`src/rtl/mem_byte_dp_pkg.sv`:
```
// mem_pkg: shared types and lane-enable helper for mem_byte_dp.
// Access sizes are log2 of the byte count (byte, half, word, dword).
package mem_pkg;

    typedef enum logic [1:0] {SZ_B, SZ_H, SZ_W, SZ_D} mem_size_e;

    typedef enum logic {ST_CLEAR, ST_RUN} mem_state_e;

    // Byte-lane enables for 2^size bytes starting at lane offset.
    // Sized for the widest port (8 lanes); callers truncate to BYTES.
    function automatic logic [7:0] lane_mask(input logic [1:0] size,
                                             input logic [2:0] offset);
        logic [15:0] m;
        m = ((16'd1 << (5'd1 << size)) - 16'd1) << offset;
        return m[7:0];
    endfunction

endpackage

```
`src/rtl/mem_byte_dp_if.sv`:
```
// mem_byte_dp_if: fetch port, data port and ready flag of mem_byte_dp.
// master = core side, slave = memory side.
interface mem_byte_dp_if #(
    parameter int WIDTH = 32,
    parameter int AW    = 32
);
    logic             ready;
    logic             if_req;
    logic [AW-1:0]    if_addr;
    logic [WIDTH-1:0] if_rdata;
    logic             if_valid;
    logic             if_err;
    logic             d_req;
    logic             d_we;
    logic [1:0]       d_size;
    logic [AW-1:0]    d_addr;
    logic [WIDTH-1:0] d_wdata;
    logic [WIDTH-1:0] d_rdata;
    logic             d_valid;
    logic             d_err;

    modport master (
        input  ready, if_rdata, if_valid, if_err,
        input  d_rdata, d_valid, d_err,
        output if_req, if_addr,
        output d_req, d_we, d_size, d_addr, d_wdata
    );

    modport slave (
        output ready, if_rdata, if_valid, if_err,
        output d_rdata, d_valid, d_err,
        input  if_req, if_addr,
        input  d_req, d_we, d_size, d_addr, d_wdata
    );

endinterface

```
`src/rtl/mem_byte_dp_clear_ctrl.sv`:
```
// mem_clear_ctrl: post-reset sequencer that zeroes one word per cycle
// and raises ready once the last word has been written.
module mem_clear_ctrl
    import mem_pkg::*;
#(
    parameter int WORDS = 64,
    localparam int IW   = $clog2(WORDS)
) (
    input  logic          clk,
    input  logic          rst,
    output logic          ready,
    output logic          clr_we,
    output logic [IW-1:0] clr_idx
);
    localparam logic [0:0] S_CLEAR = 1'(ST_CLEAR);
    localparam logic [0:0] S_RUN   = 1'(ST_RUN);

    logic [0:0]    state;
    logic [IW-1:0] idx;

    // Walk the index through every word, then park in RUN.
    always_ff @(posedge clk) begin
        if (rst) begin
            state <= S_CLEAR;
            idx   <= '0;
        end else if (state == S_CLEAR) begin
            if (idx == IW'(WORDS - 1)) begin
                state <= S_RUN;
            end else begin
                idx <= idx + 1'b1;
            end
        end
    end

    assign ready   = (state == S_RUN);
    assign clr_we  = (state == S_CLEAR);
    assign clr_idx = idx;

endmodule

```
`src/rtl/mem_byte_dp.sv`:
```
// mem_byte_dp: dual-port byte-addressable little-endian memory with
// registered reads. Optional macro: MEM_MISALIGN_TRAP_EN.
module mem_byte_dp
    import mem_pkg::*;
#(
    parameter int WIDTH     = 32,
    parameter int DEPTH     = 256,
    parameter int AW        = 32,
    parameter     INIT_FILE = "ins.dat"
) (
    input logic          clk,
    input logic          rst,
    mem_byte_dp_if.slave bus
);
    localparam int BYTES = WIDTH / 8;
    localparam int LB    = $clog2(BYTES);
    localparam int WORDS = DEPTH / BYTES;
    localparam int IW    = $clog2(WORDS);
    localparam logic [1:0] MAXSZ = 2'(LB);

    // The clear sequence overwrites every word before the first access,
    // so a preloaded image can never be observed through the ports.
    if (INIT_FILE == "") begin : g_no_image
    end

    logic [WIDTH-1:0] mem [WORDS];

    logic          ready;
    logic          clr_we;
    logic [IW-1:0] clr_idx;

    mem_clear_ctrl #(.WORDS(WORDS)) u_clr (
        .clk     (clk),
        .rst     (rst),
        .ready   (ready),
        .clr_we  (clr_we),
        .clr_idx (clr_idx)
    );

    assign bus.ready = ready;

    logic [AW:0]       d_end;
    logic [AW:0]       f_end;
    logic [2:0]        amask;
    logic [LB-1:0]     d_off;
    logic              d_bad;
    logic              f_bad;
    logic [IW-1:0]     d_idx;
    logic [IW-1:0]     f_idx;
    logic [BYTES-1:0]  wmask;
    logic [BYTES-1:0]  keep;
    logic [WIDTH-1:0]  wsh;
    logic [WIDTH-1:0]  rsh;
    logic [WIDTH-1:0]  ldata;
    logic              d_go;
    logic              f_go;
    logic              st_ok;

    // Address decode, error detection and byte-lane steering.
    always_comb begin
        amask = (3'd1 << bus.d_size) - 3'd1;
        d_end = {1'b0, bus.d_addr} + ((AW + 1)'(1) << bus.d_size);
        f_end = {1'b0, bus.if_addr} + (AW + 1)'(BYTES);
        d_off = bus.d_addr[LB-1:0] & ~amask[LB-1:0];
        d_idx = bus.d_addr[LB +: IW];
        f_idx = bus.if_addr[LB +: IW];
        d_bad = (bus.d_size > MAXSZ) || (d_end > (AW + 1)'(DEPTH));
        f_bad = (f_end > (AW + 1)'(DEPTH));
`ifdef MEM_MISALIGN_TRAP_EN
        d_bad = d_bad || (|(bus.d_addr[LB-1:0] & amask[LB-1:0]));
        f_bad = f_bad || (|bus.if_addr[LB-1:0]);
`endif
        wmask = BYTES'(lane_mask(bus.d_size, 3'(d_off)));
        keep  = BYTES'(lane_mask(bus.d_size, 3'd0));
        wsh   = bus.d_wdata << {d_off, 3'b000};
        rsh   = mem[d_idx] >> {d_off, 3'b000};
        ldata = '0;
        for (int b = 0; b < BYTES; b++) begin
            if (keep[b]) ldata[8*b +: 8] = rsh[8*b +: 8];
        end
        d_go  = bus.d_req & ready;
        f_go  = bus.if_req & ready;
        st_ok = d_go & bus.d_we & ~d_bad;
    end

    // Storage: clear writes whole words, stores write enabled lanes.
    always_ff @(posedge clk) begin
        if (clr_we) begin
            mem[clr_idx] <= '0;
        end else if (st_ok) begin
            for (int b = 0; b < BYTES; b++) begin
                if (wmask[b]) mem[d_idx][8*b +: 8] <= wsh[8*b +: 8];
            end
        end
    end

    // Response registers; fetch sees pre-store data on a same-word hit.
    always_ff @(posedge clk) begin
        if (rst) begin
            bus.if_valid <= 1'b0;
            bus.if_err   <= 1'b0;
            bus.if_rdata <= '0;
            bus.d_valid  <= 1'b0;
            bus.d_err    <= 1'b0;
            bus.d_rdata  <= '0;
        end else begin
            bus.if_valid <= f_go;
            bus.if_err   <= f_go & f_bad;
            bus.if_rdata <= (f_go & ~f_bad) ? mem[f_idx] : '0;
            bus.d_valid  <= d_go;
            bus.d_err    <= d_go & d_bad;
            bus.d_rdata  <= (d_go & ~bus.d_we & ~d_bad) ? ldata : '0;
        end
    end

endmodule

```
`src/flat_wrapper.sv`:
```
// flat-port wrapper written by rule: the top's interface ports become plain ports
module mem_byte_dp_flat import mem_pkg::*;
#(
    parameter int WIDTH     = 32,
    parameter int DEPTH     = 256,
    parameter int AW        = 32,
    parameter     INIT_FILE = "       "
)
  (clk, rst, bus_ready, bus_if_rdata, bus_if_valid, bus_if_err, bus_d_rdata, bus_d_valid, bus_d_err, bus_if_req, bus_if_addr, bus_d_req, bus_d_we, bus_d_size, bus_d_addr, bus_d_wdata);
  mem_byte_dp_if #(.WIDTH(WIDTH), .AW(AW)) bus_i ();
  input logic clk;
  input logic rst;
  output wire logic [$bits(bus_i.ready)-1:0] bus_ready;
  output wire logic [$bits(bus_i.if_rdata)-1:0] bus_if_rdata;
  output wire logic [$bits(bus_i.if_valid)-1:0] bus_if_valid;
  output wire logic [$bits(bus_i.if_err)-1:0] bus_if_err;
  output wire logic [$bits(bus_i.d_rdata)-1:0] bus_d_rdata;
  output wire logic [$bits(bus_i.d_valid)-1:0] bus_d_valid;
  output wire logic [$bits(bus_i.d_err)-1:0] bus_d_err;
  input wire logic [$bits(bus_i.if_req)-1:0] bus_if_req;
  input wire logic [$bits(bus_i.if_addr)-1:0] bus_if_addr;
  input wire logic [$bits(bus_i.d_req)-1:0] bus_d_req;
  input wire logic [$bits(bus_i.d_we)-1:0] bus_d_we;
  input wire logic [$bits(bus_i.d_size)-1:0] bus_d_size;
  input wire logic [$bits(bus_i.d_addr)-1:0] bus_d_addr;
  input wire logic [$bits(bus_i.d_wdata)-1:0] bus_d_wdata;
  assign bus_ready = bus_i.ready;
  assign bus_if_rdata = bus_i.if_rdata;
  assign bus_if_valid = bus_i.if_valid;
  assign bus_if_err = bus_i.if_err;
  assign bus_d_rdata = bus_i.d_rdata;
  assign bus_d_valid = bus_i.d_valid;
  assign bus_d_err = bus_i.d_err;
  assign bus_i.if_req = bus_if_req;
  assign bus_i.if_addr = bus_if_addr;
  assign bus_i.d_req = bus_d_req;
  assign bus_i.d_we = bus_d_we;
  assign bus_i.d_size = bus_d_size;
  assign bus_i.d_addr = bus_d_addr;
  assign bus_i.d_wdata = bus_d_wdata;
  mem_byte_dp #(.WIDTH(WIDTH), .DEPTH(DEPTH), .AW(AW), .INIT_FILE(INIT_FILE)) u_core (.clk(clk), .rst(rst), .bus(bus_i));
endmodule
```
`config.mk`:
```
export PLATFORM = sky130hd
export DESIGN_NAME = mem_byte_dp_flat
export DESIGN_NICKNAME = d
export VERILOG_FILES = /design/src/rtl/mem_byte_dp_pkg.sv /design/src/rtl/mem_byte_dp_if.sv /design/src/rtl/mem_byte_dp_clear_ctrl.sv /design/src/rtl/mem_byte_dp.sv /design/src/flat_wrapper.sv
export SDC_FILE = /design/constraint.sdc
export NUM_CORES = 2
export LEC_CHECK = 0
export CAP_MARGIN = 20
export CORE_UTILIZATION = 40
export CTS_CLUSTER_SIZE = 40
export DETAILED_ROUTE_END_ITERATION = 8
export PLACE_DENSITY = 0.54
export SLEW_MARGIN = 0
export SYNTH_ARGS = -nofsm -noshare
export SYNTH_HDL_FRONTEND = slang
export SYNTH_HIERARCHICAL = 1
export SYNTH_SLANG_ARGS = --single-unit
export TNS_END_PERCENT = 100
```
`constraint.sdc`:
```
create_clock -name clk -period 8.5 [get_ports clk]
set_input_delay 0.85 -clock clk [delete_from_list [all_inputs] [get_ports clk]]
set_output_delay 0.85 -clock clk [all_outputs]
set_load 0.05 [all_outputs]
```
== Yosys cells after proc, flatten, opt, wreduce, memory -nomap -nowiden ==
Memories as Yosys holds them, arrays and structs flattened. A register that Yosys moved wholly into a read port is not among the register bits.
Cells that the tools add are included.
Storage, ports and cells
  bits in registers: 43
  bits in latches: 0
  bits in writable memories: 2048
  ROM bits: 0
  output and inout port bits: 69
  memories kept: 1
Memory list
  u_core.mem: words 64, width 32, rd ports 2, clocked after memory_dff 1, wr ports 1, RTL line mem_byte_dp.sv:26  | logic [WIDTH-1:0] mem [WORDS];
Operators by class
  $add $sub $neg: 5
  multiply operators: 0
  divide/modulo/power cells: 0
  order comparisons: 3
  equality and inequality tests: 1
  shift operators: 7
  multiplexer cells: 22
  bitwise gates (word level): 22
  reductions and logical operators: 8
Operators with widths (number)
  $gt A33 B9 Y1 const B: 2
  $add A32 B3 Y33 const B: 1
  $add A32 B33 Y33: 1
  $shl A1 B2 Y33 const A: 1
  $mux W32: 1
  $reduce_or A32 Y1: 1
  $shl A32 B5 Y32: 1
  $shr A32 B5 Y32: 1
  $mux W1: 19
  $shl A1 B5 Y16 const A: 1
  $shl A16 B2 Y4: 1
  $sub A16 B1 Y16 const B: 1
  $reduce_or A3 Y1: 4
  $not A1 Y1: 11
  $and A1 B1 Y1: 9
  $add A6 B1 Y6 const B: 1
  $eq A6 B6 Y1 const B: 1
  $mux W6: 1
  $shl A1 B2 Y5 const A: 1
  $mux W4: 1
  $and A2 B2 Y2: 1
  $gt A2 B2 Y1 const B: 1
  $not A2 Y2: 1
  $reduce_and A2 Y1: 1
  other kinds (4): 4

== Depth between registers and ports, before layout ==
  depth after elaboration: 11
  mapped depth: 14
  depth with buffers taken out: 11

== Modules after synthesis ==
The synthesis kept the hierarchy.
Modules (own cells, without submodules)
  mem_byte_dp: times used 1, cells each 5005, area each 98874.8 um^2
  mem_clear_ctrl: times used 1, cells each 43, area each 395.4 um^2

== Worst setup path before layout ==
OpenSTA, ideal clock, no wires.
  kind: input to register
  start: input bus_d_size[1]
  end: memory u_core.mem[0][31] (data pin)
  library setup time: 0.721 ns
  arrival: 7.120 ns
  data required time: 7.779 ns
  slack: 0.658 ns
  stages on the path: 14
  path buffers: 3
  path through: clkbuf_1 > nor2_1 > ha_1 > fa_1 > a211oi_2 > nor4_4 > o2111ai_1 > a2111oi_2 > o211ai_2 > or3_1 > or4_4 > buf_6 > buf_2 > a211oi_1
On the way
  word-level cells in the longest chain between the ends: 11
  elaborated cells on any way between the ends: 34
RTL lines
  start: declaration: RTL line flat_wrapper.sv:24  | input wire logic [$bits(bus_i.d_size)-1:0] bus_d_size;
  $shl A1 B2 Y33 or $shl A1 B2 Y2 (tied branches): RTL line mem_byte_dp.sv:62, mem_byte_dp.sv:61
  $add A32 B33 Y33 or $sub A2 B1 Y2 (tied branches): RTL line mem_byte_dp.sv:62, mem_byte_dp.sv:61
  $gt A33 B9 Y1 or $not A2 Y2 (tied branches): RTL line mem_byte_dp.sv:67, mem_byte_dp.sv:64
  $logic_or A1 B1 Y1 or $and A2 B2 Y2 (tied branches): RTL line mem_byte_dp.sv:67, mem_byte_dp.sv:64
  $not A1 Y1 or $shl A16 B2 Y4 (tied branches): RTL line mem_byte_dp.sv:83, mem_byte_dp_pkg.sv:14
  $and A1 B1 Y1 or $mux W1 (tied branches): RTL line mem_byte_dp.sv:83, mem_byte_dp.sv:92
  $mux W1: RTL line mem_byte_dp.sv:90  | end else if (st_ok) begin
  $mux W1: RTL line mem_byte_dp.sv:88  | if (clr_we) begin
  $mux W1 (implied by the code): RTL line mem_byte_dp.sv:92  | if (wmask[b]) mem[d_idx][8*b +: 8] <= wsh[8*b +: 8];
  $reduce_or A32 Y1 (no source line)
  $mux W32 (no source line) *
  end: declaration: RTL line mem_byte_dp.sv:26
Mark *: on every way between the ends. The rest lies on a longest branch, timed or not.

== Worst setup path after layout ==
  start: input bus_d_size[1]
  end: memory u_core.mem[16][6] (data pin)
The elaborated chain is that of the path after synthesis.

==> results.toml <==
[run_status]
outcome = "complete, no violations"

[final_layout]
drive_gt1_frac = 0.349
area_growth_pct = 14.6
finish.utilization = 0.462
final_cell_area_sq_um = 114000
final_cell_mix = "edfxtp_1, mux4_2, buf_4"
final_common_cell = "edfxtp_1"
nets = 5436

[worst_setup_path]
worstPathArrival_ps = 6790
end_kind = "register"
r2r-end = "u_core/mem[16][6]$_DFFE_PP_"
rrSetupSlack_ps = 4020
reg2reg_depth = 6
critical_path.most_common_cell = "buf_4"
crit_required_ps = 9070
worstSetupStartpointType = "primary input"
cp-endpoint = "u_core/mem[16][6]$_DFFE_PP_"
r2r-start = "u_core/u_clr/ready$_SDFF_PP0_"
crit_path_max_incr_delay_ps = 770
startpoint = "bus_d_size[1]"
path_cells = "clkdlybuf4s50_1, nor2_1, ha_4, fa_1, a211oi_2, nor4_4, o2111ai_1, a2111oi_2, o211ai_2, or3_1, or4_4, buf_4, nor3_2, buf_4"
worstSetupPathType = "primary input to register"
path_max_fanout = 60
cpMaxStageDelayCell = "or4_4"

[grt]
first_global_vias = 58500
antenna_found_initial = 36
grt_max_degree = 113
grt_overflow = 0
grt_first_pass_wirelength_mm = 493
grt_use_total = 0.288

[floorplanning]
core_sq_um = 246000
die_y_um = 500
start_util = 0.403
rows = 182
dieArea_sq_um = 250000
die_w_um = 500
top_level_ports = 172

[place]
postPlaceCellArea_sq_um = 106000
dp_slack_ps = 1440
hpwl_mm = 232
port_buffers = 171
gp_congestion = 0.934

[routing]
viasPerCell = 6.64
num_vias = 58900
drc_errors = 0
wl_per_cell_um = 40.5
ant_nets = 0
first_pass_iters = 8
drt_wl_total_mm = 359
drt_iter0_markers = 7922

[sta]
setup-violations-final = 0
fmax_mhz = 161
holdWs_ps = 694
skew_ps = 38.4
fin_crit_sh = 0.732
setup_tns_ps = 0
period_minus_slack_ps = 6220
worstMarginPinSlew_ps = 1250
fin_ws_ps = 2280
hold_viol = 0
rsz0062_at_grt = "false"
slew_headroom = 0.165
drv_slew = 0

[clock_network]
worstSkewPairLatency_ps = 900
cts_root_buffer = "clkbuf_16"
ctsHoldBuffers = 0
post-cts-setup-buffer-count = 0
cts_resized = 0
cts_inserted_buffers = 223
cts_sinks = 2123
h-tree-depth = 4
clkTransAtPathRegs_ps = 70
cts_tree = "done"
cts_max_path_buffers = 3

[yosys]
syn_avg_cell_area_sq_um = 19.7
yosysTopAreaCellShare = 0.620
yosysWarnings = 6
yosysSeqAreaShare = 0.635
synth_cell_type_count = 74
synth_area_leaders = "edfxtp_1, mux4_2, dfxtp_1"
ys_seq_elements = 2123
synth-edff-count = 2048
syn_nets = 5158
synthArstFlopShare = 0
syn_area_sq_um = 99300
synth_cells = 5048
yosys.area.top_type = "edfxtp_1"
synth_ff_type = "edfxtp_1"

[power]
p_per_area_nw_per_um2 = 207
peakVddDrop_uv = 205
leakage_uw = 0.0339

[flow_run]
cap_violations = 0

[min_path]
hold_class = "register to register"
-- power breakdown --
part	internal, uW	switching (uW)	total [uW]
sequential	11500	86.3	11600
clock	5590	4210	9800
combinational	707	1490	2190
-- cell usage after synthesis (all sizes together) (9+ instances only) --
| master | number |
|---|---|
| edfxtp | 2048 |
| mux4 | 1192 |
| clkbuf | 282 |
| o21ai | 258 |
| nand2 | 200 |
| a22oi | 152 |
| buf | 134 |
| a21oi | 94 |
| dfxtp | 75 |
| nor2 | 67 |
| nor3 | 52 |
| o22ai | 42 |
| and3 | 41 |
| a211oi | 37 |
| nor4 | 35 |
| mux2i | 34 |
| nand3 | 32 |
| inv | 28 |
| o31ai | 20 |
| a31oi | 18 |
| nand4 | 18 |
| nor2b | 17 |
| a221oi | 16 |
| a22o | 16 |
| and2 | 13 |
| a311oi | 10 |
| o21a | 10 |
| nand2b | 9 |
-- worst max-delay path: cells and delay by family --
kind / cells / cell delay, ps
adder cells (fa/ha/maj): 2 / 770
buffers and inverters: 3 / 1570
AND/OR/NAND/NOR: 5 / 2370
AO/OA/AOI/OAI: 4 / 1060
-- sequential cells by signal, indices dropped and copies added, names as in the netlist --
signal                cells
u_core/u_clr/ready        1
u_core/bus.if_rdata      32
u_core/mem             2048
u_core/bus.if_valid       1
u_core/bus.d_rdata       32
u_core/bus.d_valid        1
u_core/u_clr/clr_idx      6
u_core/bus.if_err         1
u_core/bus.d_err          1
-- logic make-up (layout without fill, tap and decap cells) --
family	after synthesis	count (layout)	share of synthesized area
fa+ha+maj	7	7	0.000958
buf+inv	444	919	0.0175
mux	1234	1234	0.275
flops	2123	2123	0.635
other cells	0	41	0
xor+xnor	9	9	0.000794
compound gates	713	713	0.0455
simple gates	518	518	0.0258
-- routing by layer --
layer	wire length, um	share of wire	track usage
met2	164000	0.46	0.430
met4	18100	0.050	0.133
met3	39100	0.11	0.0892
met5	702	0.0020	0.00791
met1	138000	0.38	0.384
-- how the worst min path moves through the flow --
stage                                               startpoint                              endpoint  slack (ps)  cells after the start
final                     u_core/u_clr/clr_idx[4]$_SDFFE_PP0P_  u_core/u_clr/clr_idx[4]$_SDFFE_PP0P_         690                      2
after global routing      u_core/u_clr/clr_idx[4]$_SDFFE_PP0P_  u_core/u_clr/clr_idx[4]$_SDFFE_PP0P_         730                      2
after CTS                 u_core/u_clr/clr_idx[4]$_SDFFE_PP0P_  u_core/u_clr/clr_idx[4]$_SDFFE_PP0P_         660                      2
after detailed placement  u_core/u_clr/clr_idx[4]$_SDFFE_PP0P_  u_core/u_clr/clr_idx[4]$_SDFFE_PP0P_         650                      2
after global placement    u_core/u_clr/clr_idx[4]$_SDFFE_PP0P_  u_core/u_clr/clr_idx[4]$_SDFFE_PP0P_         640                      2
after floorplan           u_core/u_clr/clr_idx[4]$_SDFFE_PP0P_  u_core/u_clr/clr_idx[4]$_SDFFE_PP0P_         490                      2
-- final cells by class --
type                    count  area (sq um)
multi-input cells        2481         35000
fillers                 20900        133000
inverters                  28           105
flip-flops and latches   2123         63000
clock buffers             266          5810
well taps                3312          4140
repair buffers            469          4170
clock inverters           156          1440
diodes                     41           103
-- metrics by stage --
step           instances  total power [uW]
2_1_floorplan       5048             12900
4_1_cts             8822             23700
3_3_place_gp        8396             14000
5_1_grt             8852             24100
3_5_place_dp        8400             14000
6_report            8876             23600
(Power assumes the default switching activity.)
